--- src/rtl/rx_uart.sv ---
// 8N1 UART receiver: 2-FF synchroniser, mid-bit sampling from a fixed
// clock-per-baud divider, start-glitch rejection and framing-error reporting.
module rx_uart #(
    parameter int unsigned DATA_BITS       = 8,
    parameter int unsigned TIMER_BITS      = 32,
    parameter int unsigned CLOCKS_PER_BAUD = 868
) (
    input  logic                 clk,
    input  logic                 i_reset,
    input  logic                 uart_txd_in,
    output logic [DATA_BITS-1:0] o_data,
    output logic                 o_valid,
    output logic                 o_frame_err,
    output logic                 o_busy
);

    localparam int unsigned IDX_W = $clog2(DATA_BITS + 1);

    localparam logic [TIMER_BITS-1:0] HALF_RELOAD = TIMER_BITS'(CLOCKS_PER_BAUD / 2 - 1);
    localparam logic [TIMER_BITS-1:0] FULL_RELOAD = TIMER_BITS'(CLOCKS_PER_BAUD - 1);
    localparam logic [TIMER_BITS-1:0] TIMER_ONE   = TIMER_BITS'(1);
    localparam logic [IDX_W-1:0]      LAST_IDX    = IDX_W'(DATA_BITS - 1);
    localparam logic [IDX_W-1:0]      IDX_ONE     = IDX_W'(1);

    typedef enum logic [2:0] {
        IDLE,
        START,
        DATA,
        STOP,
        WAIT_IDLE
    } state_t;

    state_t                state;
    logic [TIMER_BITS-1:0] clk_counter;
    logic [DATA_BITS-1:0]  shift;
    logic [IDX_W-1:0]      bit_idx;
    logic                  sync_1;
    logic                  rx_s;
    logic                  sample;

    // Both stages reset high so a reset never looks like a start bit.
    always_ff @(posedge clk) begin
        if (i_reset) begin
            sync_1 <= 1'b1;
            rx_s   <= 1'b1;
        end else begin
            sync_1 <= uart_txd_in;
            rx_s   <= sync_1;
        end
    end

    always_comb begin
        sample = (clk_counter == '0);
    end

    always_ff @(posedge clk) begin
        if (i_reset) begin
            state       <= IDLE;
            clk_counter <= '0;
            shift       <= '0;
            bit_idx     <= '0;
            o_data      <= '0;
            o_valid     <= 1'b0;
            o_frame_err <= 1'b0;
        end else begin
            o_valid     <= 1'b0;
            o_frame_err <= 1'b0;
            case (state)
                IDLE: begin
                    if (!rx_s) begin
                        state       <= START;
                        clk_counter <= HALF_RELOAD;
                    end
                end
                START: begin
                    if (sample) begin
                        if (!rx_s) begin
                            state       <= DATA;
                            clk_counter <= FULL_RELOAD;
                            bit_idx     <= '0;
                        end else begin
                            state <= IDLE;
                        end
                    end else begin
                        clk_counter <= clk_counter - TIMER_ONE;
                    end
                end
                DATA: begin
                    if (sample) begin
                        shift       <= {rx_s, shift[DATA_BITS-1:1]};
                        bit_idx     <= bit_idx + IDX_ONE;
                        clk_counter <= FULL_RELOAD;
                        if (bit_idx == LAST_IDX) begin
                            state <= STOP;
                        end
                    end else begin
                        clk_counter <= clk_counter - TIMER_ONE;
                    end
                end
                STOP: begin
                    if (sample) begin
                        if (rx_s) begin
                            o_data  <= shift;
                            o_valid <= 1'b1;
                            state   <= IDLE;
                        end else begin
                            o_frame_err <= 1'b1;
                            state       <= WAIT_IDLE;
                        end
                    end else begin
                        clk_counter <= clk_counter - TIMER_ONE;
                    end
                end
                // A held-low line (break) parks here so it cannot retrigger.
                WAIT_IDLE: begin
                    if (rx_s) begin
                        state <= IDLE;
                    end
                end
                default: begin
                    state <= IDLE;
                end
            endcase
        end
    end

    always_comb begin
        o_busy = (state != IDLE);
    end

endmodule

--- config.mk ---
export PLATFORM = sky130hd
export DESIGN_NAME = rx_uart
export DESIGN_NICKNAME = d
export VERILOG_FILES = /design/src/rtl/rx_uart.sv
export SDC_FILE = /design/constraint.sdc
export NUM_CORES = 1
export LEC_CHECK = 0
export CORE_MARGIN = 3
export CORE_UTILIZATION = 45
export CTS_BUF_LIST = sky130_fd_sc_hd__clkbuf_8
export DETAILED_ROUTE_END_ITERATION = 6
export DONT_BUFFER_PORTS = 1
export GPL_TIMING_DRIVEN = 0
export HOLD_SLACK_MARGIN = 0.08
export MAX_ROUTING_LAYER = met4
export PLACE_DENSITY_LB_ADDON = 0.15
export SYNTH_ARGS = -nofsm -noshare
export SYNTH_HDL_FRONTEND = slang
export SYNTH_SLANG_ARGS = --single-unit
--- constraint.sdc ---
create_clock -name clk -period 2.7 [get_ports clk]
set_input_delay 0.27 -clock clk [delete_from_list [all_inputs] [get_ports clk]]
set_output_delay 0.27 -clock clk [all_outputs]
set_load 0.02 [all_outputs]
**Word-level counts from Yosys, hierarchy flattened**

Cells that the tools add are included.

- Shifts and indexed selects: 0
- Bitwise operators: 2
- Multiplexer cells: 21
- Add/subtract/negate cells: 2
- Equal/unequal tests: 14
- Magnitude comparators: 0
- Multiply operators: 0
- Div/mod/pow operators: 0
- Reduce and logical (&&, ||, !) cells: 11

Operators by type and width:

| operator | count |
|---|---|
| 2-to-1 mux 32 bit | 5 |
| case mux 32 bit (4 select lines) | 1 |
| zero test 32 bit | 1 |
| subtractor 32 x 1 -> 32 bit, second input constant | 1 |
| 2-to-1 mux 3 bit | 7 |
| != test 2 bit, second input constant | 8 |
| case mux 3 bit (5 select lines) | 1 |
| 2-to-1 mux 4 bit | 3 |
| case mux 4 bit (2 select lines) | 1 |
| AND reduction 4 bit | 2 |
| equality test 3 x 2 -> 1 bit, second input constant | 2 |
| AND reduction 6 bit | 1 |
| adder 4 x 1 -> 4 bit, second input constant | 1 |
| equality test 4 x 3 -> 1 bit, second input constant | 1 |
| nonzero test 4 bit | 1 |
| equality test 3 x 1 -> 1 bit, second input constant | 1 |
| equality test 3 bit, second input constant | 1 |
| zero test 3 bit | 1 |
| != test 3 bit, second input constant | 1 |
| AND reduction 3 bit | 1 |
| nonzero test 3 bit | 1 |
| OR reduction 3 bit | 1 |
| 2-to-1 mux 1 bit | 2 |
| 2-to-1 mux 2 bit | 1 |
| other kinds (3) | 4 |

- Input port bits: 3
- Memories: 0
- Bits in read-only memories: 0
- Register bits after elaboration: 59
- Latch bits: 0
- Word-level logic and storage cells: 59
- Bits in writable memories: 0
- Output and inout bits: 11

**Longest topological paths before layout**

Gate-level depths: netlist of run 1.

- Word-level depth: 4
- Mapped depth: 10
- Gate-level depth less buffers: 8

**Least setup slack after synthesis of run 1**

Ideal clock, no wire load.

- Kind: reg2reg
- From: reg clk_counter[10]
- To: reg clk_counter[25]
- Cell stages (with the launch flop): 8
- Period minus slack after synthesis: 2,459 ps
- Slack: 241 ps
- Arrival: 2,331 ps
- Library setup time: 128 ps
- Path buffers: 1
- Data required time: 2,572 ps
- Cells stage by stage: dfxtp_1 > or4_4 > or4b_4 > nor4_4 > buf_2 > nor3_1 > xnor2_1 > nor2_1

- Longest elaborated chain between the ends: 3
- Elaborated cells between the ends (all ways): 9
- Those cells by class: add/sub: 1; eq/ne: 2; mux: 4; reduce/logical: 2

RTL lines:

| item | line | RTL |
|---|---|---|
| start, declared | 34 | `logic [TIMER_BITS-1:0] clk_counter;` |
| start signal, assigned | 85 | `clk_counter <= clk_counter - TIMER_ONE;` |
| start signal, assigned | 97 | `clk_counter <= clk_counter - TIMER_ONE;` |
| start signal, assigned | 111 | `clk_counter <= clk_counter - TIMER_ONE;` |
| subtractor 32 x 1 -> 32 bit or zero test 32 bit (tied branches) | -- |  |
| 2-to-1 mux 32 bit, or another cell as far along | 101 | `if (sample) begin` |
| case mux 32 bit (4 select lines) or AND reduction 4 bit (tied branches) | -- |  |

Parallel ways exist; a longest one is shown, timed or not. The select of a mux whose other input is x is not followed.
A chain may end at the register's enable or synchronous reset.

**Worst setup path in the final report of run 1**

- From: reg clk_counter[10]
- To: reg clk_counter[28]

Same word-level chain as after synthesis.

==> results of run 1 <==
==> path summary, 6_finish.rpt <==
check / from / to / slack, ns / cells past startpoint
worst min register to register: sync_1 / rx_s / 0.42 / 1
worst max register to register: clk_counter[10] / clk_counter[28] / 0.13 / 8
worst max-delay path: clk_counter[10] / clk_counter[28] / 0.13 / 8
worst min-delay path: i_reset / clk_counter[0] / 0.20 / 3
==> synth_stat cells, types with 3 or more instances <==
| cell | instances | share of area, % |
|---|---|---|
| or2_2 | 4 | 0.91 |
| ha_1 | 3 | 1.4 |
| nand3b_1 | 4 | 1.1 |
| buf_2 | 6 | 1.1 |
| inv_1 | 5 | 0.68 |
| xnor2_1 | 19 | 6.0 |
| mux2i_1 | 18 | 6.5 |
| or4_1 | 5 | 1.4 |
| dfxtp_1 | 59 | 43 |
| a21oi_1 | 13 | 2.4 |
| or3_1 | 8 | 1.8 |
| a211oi_1 | 4 | 1.1 |
| nand3_1 | 9 | 1.6 |
| nand2_1 | 14 | 1.9 |
| o31ai_1 | 4 | 1.1 |
| o41ai_1 | 4 | 1.3 |
| clkbuf_1 | 8 | 1.1 |
| a21o_1 | 3 | 0.82 |
| nor3_1 | 18 | 3.3 |
| o21ai_0 | 8 | 1.5 |
| nor2_1 | 57 | 7.8 |
| nand4_1 | 3 | 0.68 |
| nor4_1 | 10 | 2.3 |
==> cell type report <==
type / count / share of cell area [%]
clock buffer: 10 / 4.348
sequential: 59 / 37.31
multi-input combinational: 235 / 47.47
clock inverter: 6 / 2.806
inverter: 5 / 0.5929
tap: 72 / 2.846
timing repair buffer: 9 / 2.213
buffer: 15 / 2.411
==> cell usage in the layout, fill, tap and decap left out, types with 2 or more instances in the layout <==
master / count
a211oi_1: 4
a21o_1: 3
a21oi_1: 12
a22oi_1: 2
a311oi_1: 2
and2_1: 2
buf_2: 6
buf_4: 9
bufinv_16: 2
clkbuf_1: 5
clkbuf_4: 2
clkbuf_8: 10
clkinvlp_4: 2
dfxtp_1: 59
ha_1: 3
inv_1: 5
mux2i_1: 18
nand2_1: 14
nand3_1: 9
nand3b_1: 4
nand4_1: 3
nor2_1: 57
nor3_1: 18
nor3b_1: 2
nor4_1: 9
nor4_4: 2
nor4b_1: 2
o21ai_0: 7
o31ai_1: 4
o41ai_1: 4
or2_2: 4
or3_1: 8
or4_1: 5
or4_4: 2
xnor2_1: 19
==> sequential cells by signal, indices dropped and copies added (netlist names) <==
name	cells
o_frame_err	1
o_valid	1
state	3
bit_idx	4
rx_s	1
o_data	8
shift	8
clk_counter	32
sync_1	1
==> cell families (layout without fill, tap and decap cells) <==
logic type / count (synthesis) / in the layout / synth area share (%)
AO/OA/AOI/OAI: 44 / 44 / 10.64
XOR/XNOR: 20 / 20 / 6.367
adder cells (fa/ha/maj): 3 / 3 / 1.364
buffers and inverters: 20 / 45 / 3.138
flip-flops: 59 / 59 / 42.93
multiplexers: 18 / 18 / 6.548
AND/OR/NAND/NOR: 150 / 150 / 29.01
==> through the flow <==
| step | utilization, % | std cells | setup WS [ns] | power (mW) | hold WS, ns |
|---|---|---|---|---|---|
| 6_report | 55.45 | 411 | 0.1289 | 2.586 | 0.2004 |
| 5_1_grt | 55.45 | 411 | 0.005965 | 2.720 | 0.2146 |
| 4_1_cts | 54.48 | 407 | 0.01327 | 2.524 | 0.2087 |
| 3_5_place_dp | 49.77 | 386 | -0.1292 | 1.614 | 0.3780 |
| 3_3_place_gp | 49.77 | 386 | -0.1347 | 1.610 | 0.3766 |
| 2_1_floorplan | - | 314 | 0.2413 | 1.485 | 0.3738 |
==> critical path, stage by stage (launching register included) <==
cell	delay, ns
dfxtp_1	0.35
or4_4	0.59
or4b_4	0.56
nor4_4	0.25
buf_4	0.18
buf_2	0.22
nor3_1	0.10
xnor2_1	0.15
nor2_1	0.05
==> power breakdown <==
part,internal [mW],leakage (nW),switching (mW)
Clock,0.544,0.108,0.359
Combinational,0.299,0.570,0.399
Sequential,0.925,0.478,0.0599
Total,1.77,1.16,0.818
==> metal layers <==
metal  share of wire [%]  up-vias
met5                   0        -
li1                    -     1174
met3                 4.8       10
met4                 1.9        0
met2                  44       57
met1                  49     1096
==> timing repair <==
| action | CTS | global route |
|---|---|---|
| pin swaps | 1 | 2 |
| endpoints found under the hold margin | 1 | 0 |
| resized for setup | 3 | 9 |
| hold buffers | 1 | 0 |
| setup buffers | 4 | 4 |
| setup endpoints to repair | 26 | 37 |
==> flow_summary.yaml, run 1 <==
sta:
  fin_tns_setup_ns: 0
  slew_headroom_pct: 58.28
  rsz0062_at_grt: "true"
  drv_slew: 0
  worst_slew_pin_slew_ns: 0.6210
  min_period_ns: 2.571
  finalHoldViolCount: 0
  finalSetupViolCount: 0
  final.period_utilization_pct: 95.23
  timing.fmax_mhz: 388.9
  fin_skew_ns: 0.008221
global_routing:
  antenna_found_initial: 0
  grtUsageTotal_pct: 18.49
  grt_use_met3_pct: 4.220
  grt_start_max_net_pins: 12
  busiest_layer: "met2"
  overflow: 0
  grt_pass1_vias: 2241
  grtUsageMet1_pct: 24.29
  grt_pass1_wl_um: 10420
  gr-usage-met2_pct: 27.69
run_status:
  status: "completed"
placement:
  place_congestion: 0.9194
  numPortBuffers: 0
  dp_hpwl_um: 4183
  placed_area_sq_um: 2841
power:
  ir_worst_vdd_mv: 0.3683
  power_density_nw_per_um2: 816.9
  leakage_nw: 1.157
worst_setup_path:
  cp_data_required_time_ns: 2.92
  crit_path_end_kind: "flip-flop"
  crit_fanout: 10
  path_class: "flip-flop to flip-flop"
  startpoint_type: "flip-flop"
  cp.arrival_ns: 2.79
finish:
  drive_gt1_share_pct: 13.86
  multi_input_area_sq_um: 1503
  diodes: 0
  regArea_sq_um: 1181
  design_area_sq_um: 3166
  nFillCells: 544
  layout.nets: 340
  area_growth_pct: 15.05
clocking:
  cts-htree-levels: 3
  tritoncts: "built"
  clock_latency_ns: 0.33
  cts_buffers: 9
  cts_max_path_buffers: 2
  clock-sinks: 59
  clkTransAtPathRegs_ns: 0.07
  root_buffer: "clkbuf_8"
route:
  dr.pass1.iters: 4
  drt_wl_total_um: 6044
  ant_nets: 0
  vias_per_cell: 5.686
  drtIter0Drc: 188
  vias: 2337
  wl_per_cell_um: 14.71
  route.detailed.drc: 0
die:
  die_x_um: 84.20
  start_util_pct: 48.19
  io_pins: 14
  fp.coreArea_sq_um: 5709
  die_area_sq_um: 7089
  die_y_um: 84.20
  rows: 27
synth:
  synthFlopType: "dfxtp_1"
  synthCells: 314
  synth_sequential_area_ratio_pct: 42.93
  synth_edf_count: 0
  ys_warn_count: 0
  synthArstFlopShare_pct: 0
  syn_avg_cell_area_sq_um: 8.762
  synth_cell_types: 45
  synth_area_sq_um: 2751
  syn_nets: 320
  ys_ff_latch: 59
hold_path:
  hold_class: "primary input to flip-flop"
run:
  maxCapViolCount: 0
Note: power is estimated with default switching activity, not from simulation.
==> run 2: changes to the inputs <==
- CORE_MARGIN: 3 -> default
==> run 2 against run 1 <==
Against the previous run: die area decreased by 9.3%; cell area is essentially flat; critical path depth stayed put; non-clock buffer count down 1; critical path type unchanged; largest power group unchanged.
==> flow_summary.yaml, run 2 (synthesis gave the netlist of run 1 again) <==
global_routing:
  antenna_found_initial: 0
  grt_pass1_vias: 2131
  grt_pass1_wl_um: 10540
  grtUsageTotal_pct: 22.29
  grt_start_max_net_pins: 12
  overflow: 0
route:
  dr.pass1.iters: 4
  vias: 2365
  drt_wl_total_um: 6244
  vias_per_cell: 5.726
  ant_nets: 0
  drtIter0Drc: 93
  route.detailed.drc: 0
  wl_per_cell_um: 15.12
clocking:
  cts_buffers: 9
  clock_latency_ns: 0.34
  root_buffer: "clkbuf_8"
  cts_max_path_buffers: 2
  clkTransAtPathRegs_ns: 0.07
  cts-htree-levels: 3
  tritoncts: "built"
  clock-sinks: 59
worst_setup_path:
  crit_path_end_kind: "flip-flop"
  r2r_start: "clk_counter[10]"
  cp_data_required_time_ns: 2.93
  startpoint_type: "flip-flop"
  r2r_slack_ns: 0.13
  path_class: "flip-flop to flip-flop"
  r2r_cells: 8
  cp.arrival_ns: 2.80
  path_delay_family: "simple AND/OR/NAND/NOR gates"
  crit_slowest_cell: "or4_4"
  max_stage_delay_ns: 0.59
  r2r_end: "clk_counter[23]"
  worstPathCellList: "or4_4 -> or4b_4 -> nor4_4 -> buf_4 -> buf_2 -> nor3_1 -> xnor2_1 -> nor2_1"
  crit_fanout: 10
  path_buf_inv: 2
die:
  die_area_sq_um: 6431
  rows: 28
  io_pins: 14
  die_y_um: 80.20
  fp.coreArea_sq_um: 5921
  die_x_um: 80.20
  start_util_pct: 46.47
hold_path:
  hold_start: "i_reset"
  worst_hold_path.endpoint: "clk_counter[0]"
  whs_path_depth: 3
  hold_class: "primary input to flip-flop"
sta:
  finalHoldViolCount: 0
  timing.fmax_mhz: 388.6
  drv_slew: 0
  slew_headroom_pct: 55.49
  rsz0062_at_grt: "false"
  timing.final.ws_setup_ns: 0.1266
  fin_skew_ns: 0.007385
  worst_slew_pin_slew_ns: 0.6626
  finalSetupViolCount: 0
  fin_tns_setup_ns: 0
  min_period_ns: 2.573
  final.period_utilization_pct: 95.31
power:
  comb_power_share_pct: 27.0
  leakage_nw: 1.148
  p_sw_share_pct: 32.46
  clkPwrFrac_pct: 34.6
  ir_worst_vdd_mv: 0.4244
  p_int_mw: 1.734
  total_power_mw: 2.567
  seq_power_share_pct: 38.4
  power.switching_uw: 833.4
  power_density_nw_per_um2: 810.7
finish:
  fin_util_pct: 53.49
  drive_gt1_share_pct: 14.20
  design_area_sq_um: 3167
  regMostFlops: "clk_counter"
  multi_input_area_sq_um: 1515
  area_growth_pct: 15.10
  layout.nets: 339
  largest_reg_flops: 32
  diodes: 0
  layout_commonest_cell: "dfxtp_1"
  nFillCells: 576
  layout_common_cells: "dfxtp_1, nor2_1, xnor2_1"
  regArea_sq_um: 1181
  reg.largest.list: "clk_counter (32), o_data (8), shift (8)"
run_status:
  status: "completed"
placement:
  placed_area_sq_um: 2845
  numPortBuffers: 0
  place_congestion: 0.8527
  dp_hpwl_um: 4142
  post-place-ws_ns: -0.1257
run:
  maxCapViolCount: 0
## run 2: worst max-delay path by stage
stage               startpoint              end  cells after the start
2_1_floorplan  clk_counter[10]  clk_counter[25]                      7
3_3_place_gp   clk_counter[10]   clk_counter[6]                      7
3_5_place_dp   clk_counter[10]   clk_counter[6]                      7
4_1_cts        clk_counter[10]   clk_counter[8]                      6
5_1_grt        clk_counter[10]  clk_counter[23]                      8
6_report       clk_counter[10]  clk_counter[23]                      8
## run 2: cell type report
class,count,area share (%)
Multi-Input combinational cell,235,47.85
Sequential cell,59,37.30
Clock buffer,9,3.912
Tap cell,75,2.963
Clock inverter,7,2.924
Buffer,15,2.489
Timing Repair Buffer,8,1.976
Inverter,5,0.5927
## run 2: per-layer routing
metal	part of all wire [%]	global-route usage (%)	vias up
met5	0	-	-
met4	0.85	8.214	0
met3	5.8	6.477	6
met2	45	31.62	48
met1	49	29.85	1136
li1	-	-	1175
## run 2: power groups by stage
stage | registers (mW) | clock network, mW | logic [mW]
after floorplan | 0.988 | 0 | 0.497
after global placement | 1.00 | 0 | 0.607
after detailed placement | 1.00 | 0 | 0.609
after CTS | 0.983 | 0.907 | 0.621
after global routing | 0.995 | 0.949 | 0.762
final | 0.986 | 0.888 | 0.693
## run 2: what timing repair did
action | 4_1_cts | 5_1_grt
buffers inserted | 3 | 4
gates cloned | 0 | 0
hold endpoints to repair | 1 | 0
pin swaps | 1 | 1
hold buffers | 1 | 0
setup endpoints to repair | 27 | 33
resized for setup | 4 | 12
## run 2: through the flow
step | hold slack (ns) | std cells
floorplan | 0.3738 | 314
global placement | 0.3750 | 389
CTS | 0.1910 | 409
global route | 0.1970 | 413
detailed placement | 0.3758 | 389
finish | 0.1960 | 413
## run 2: worst min-delay path, cell delays in order
cell,delay (ns)
inv_1,0.08
o21ai_0,0.10
a21oi_1,0.04
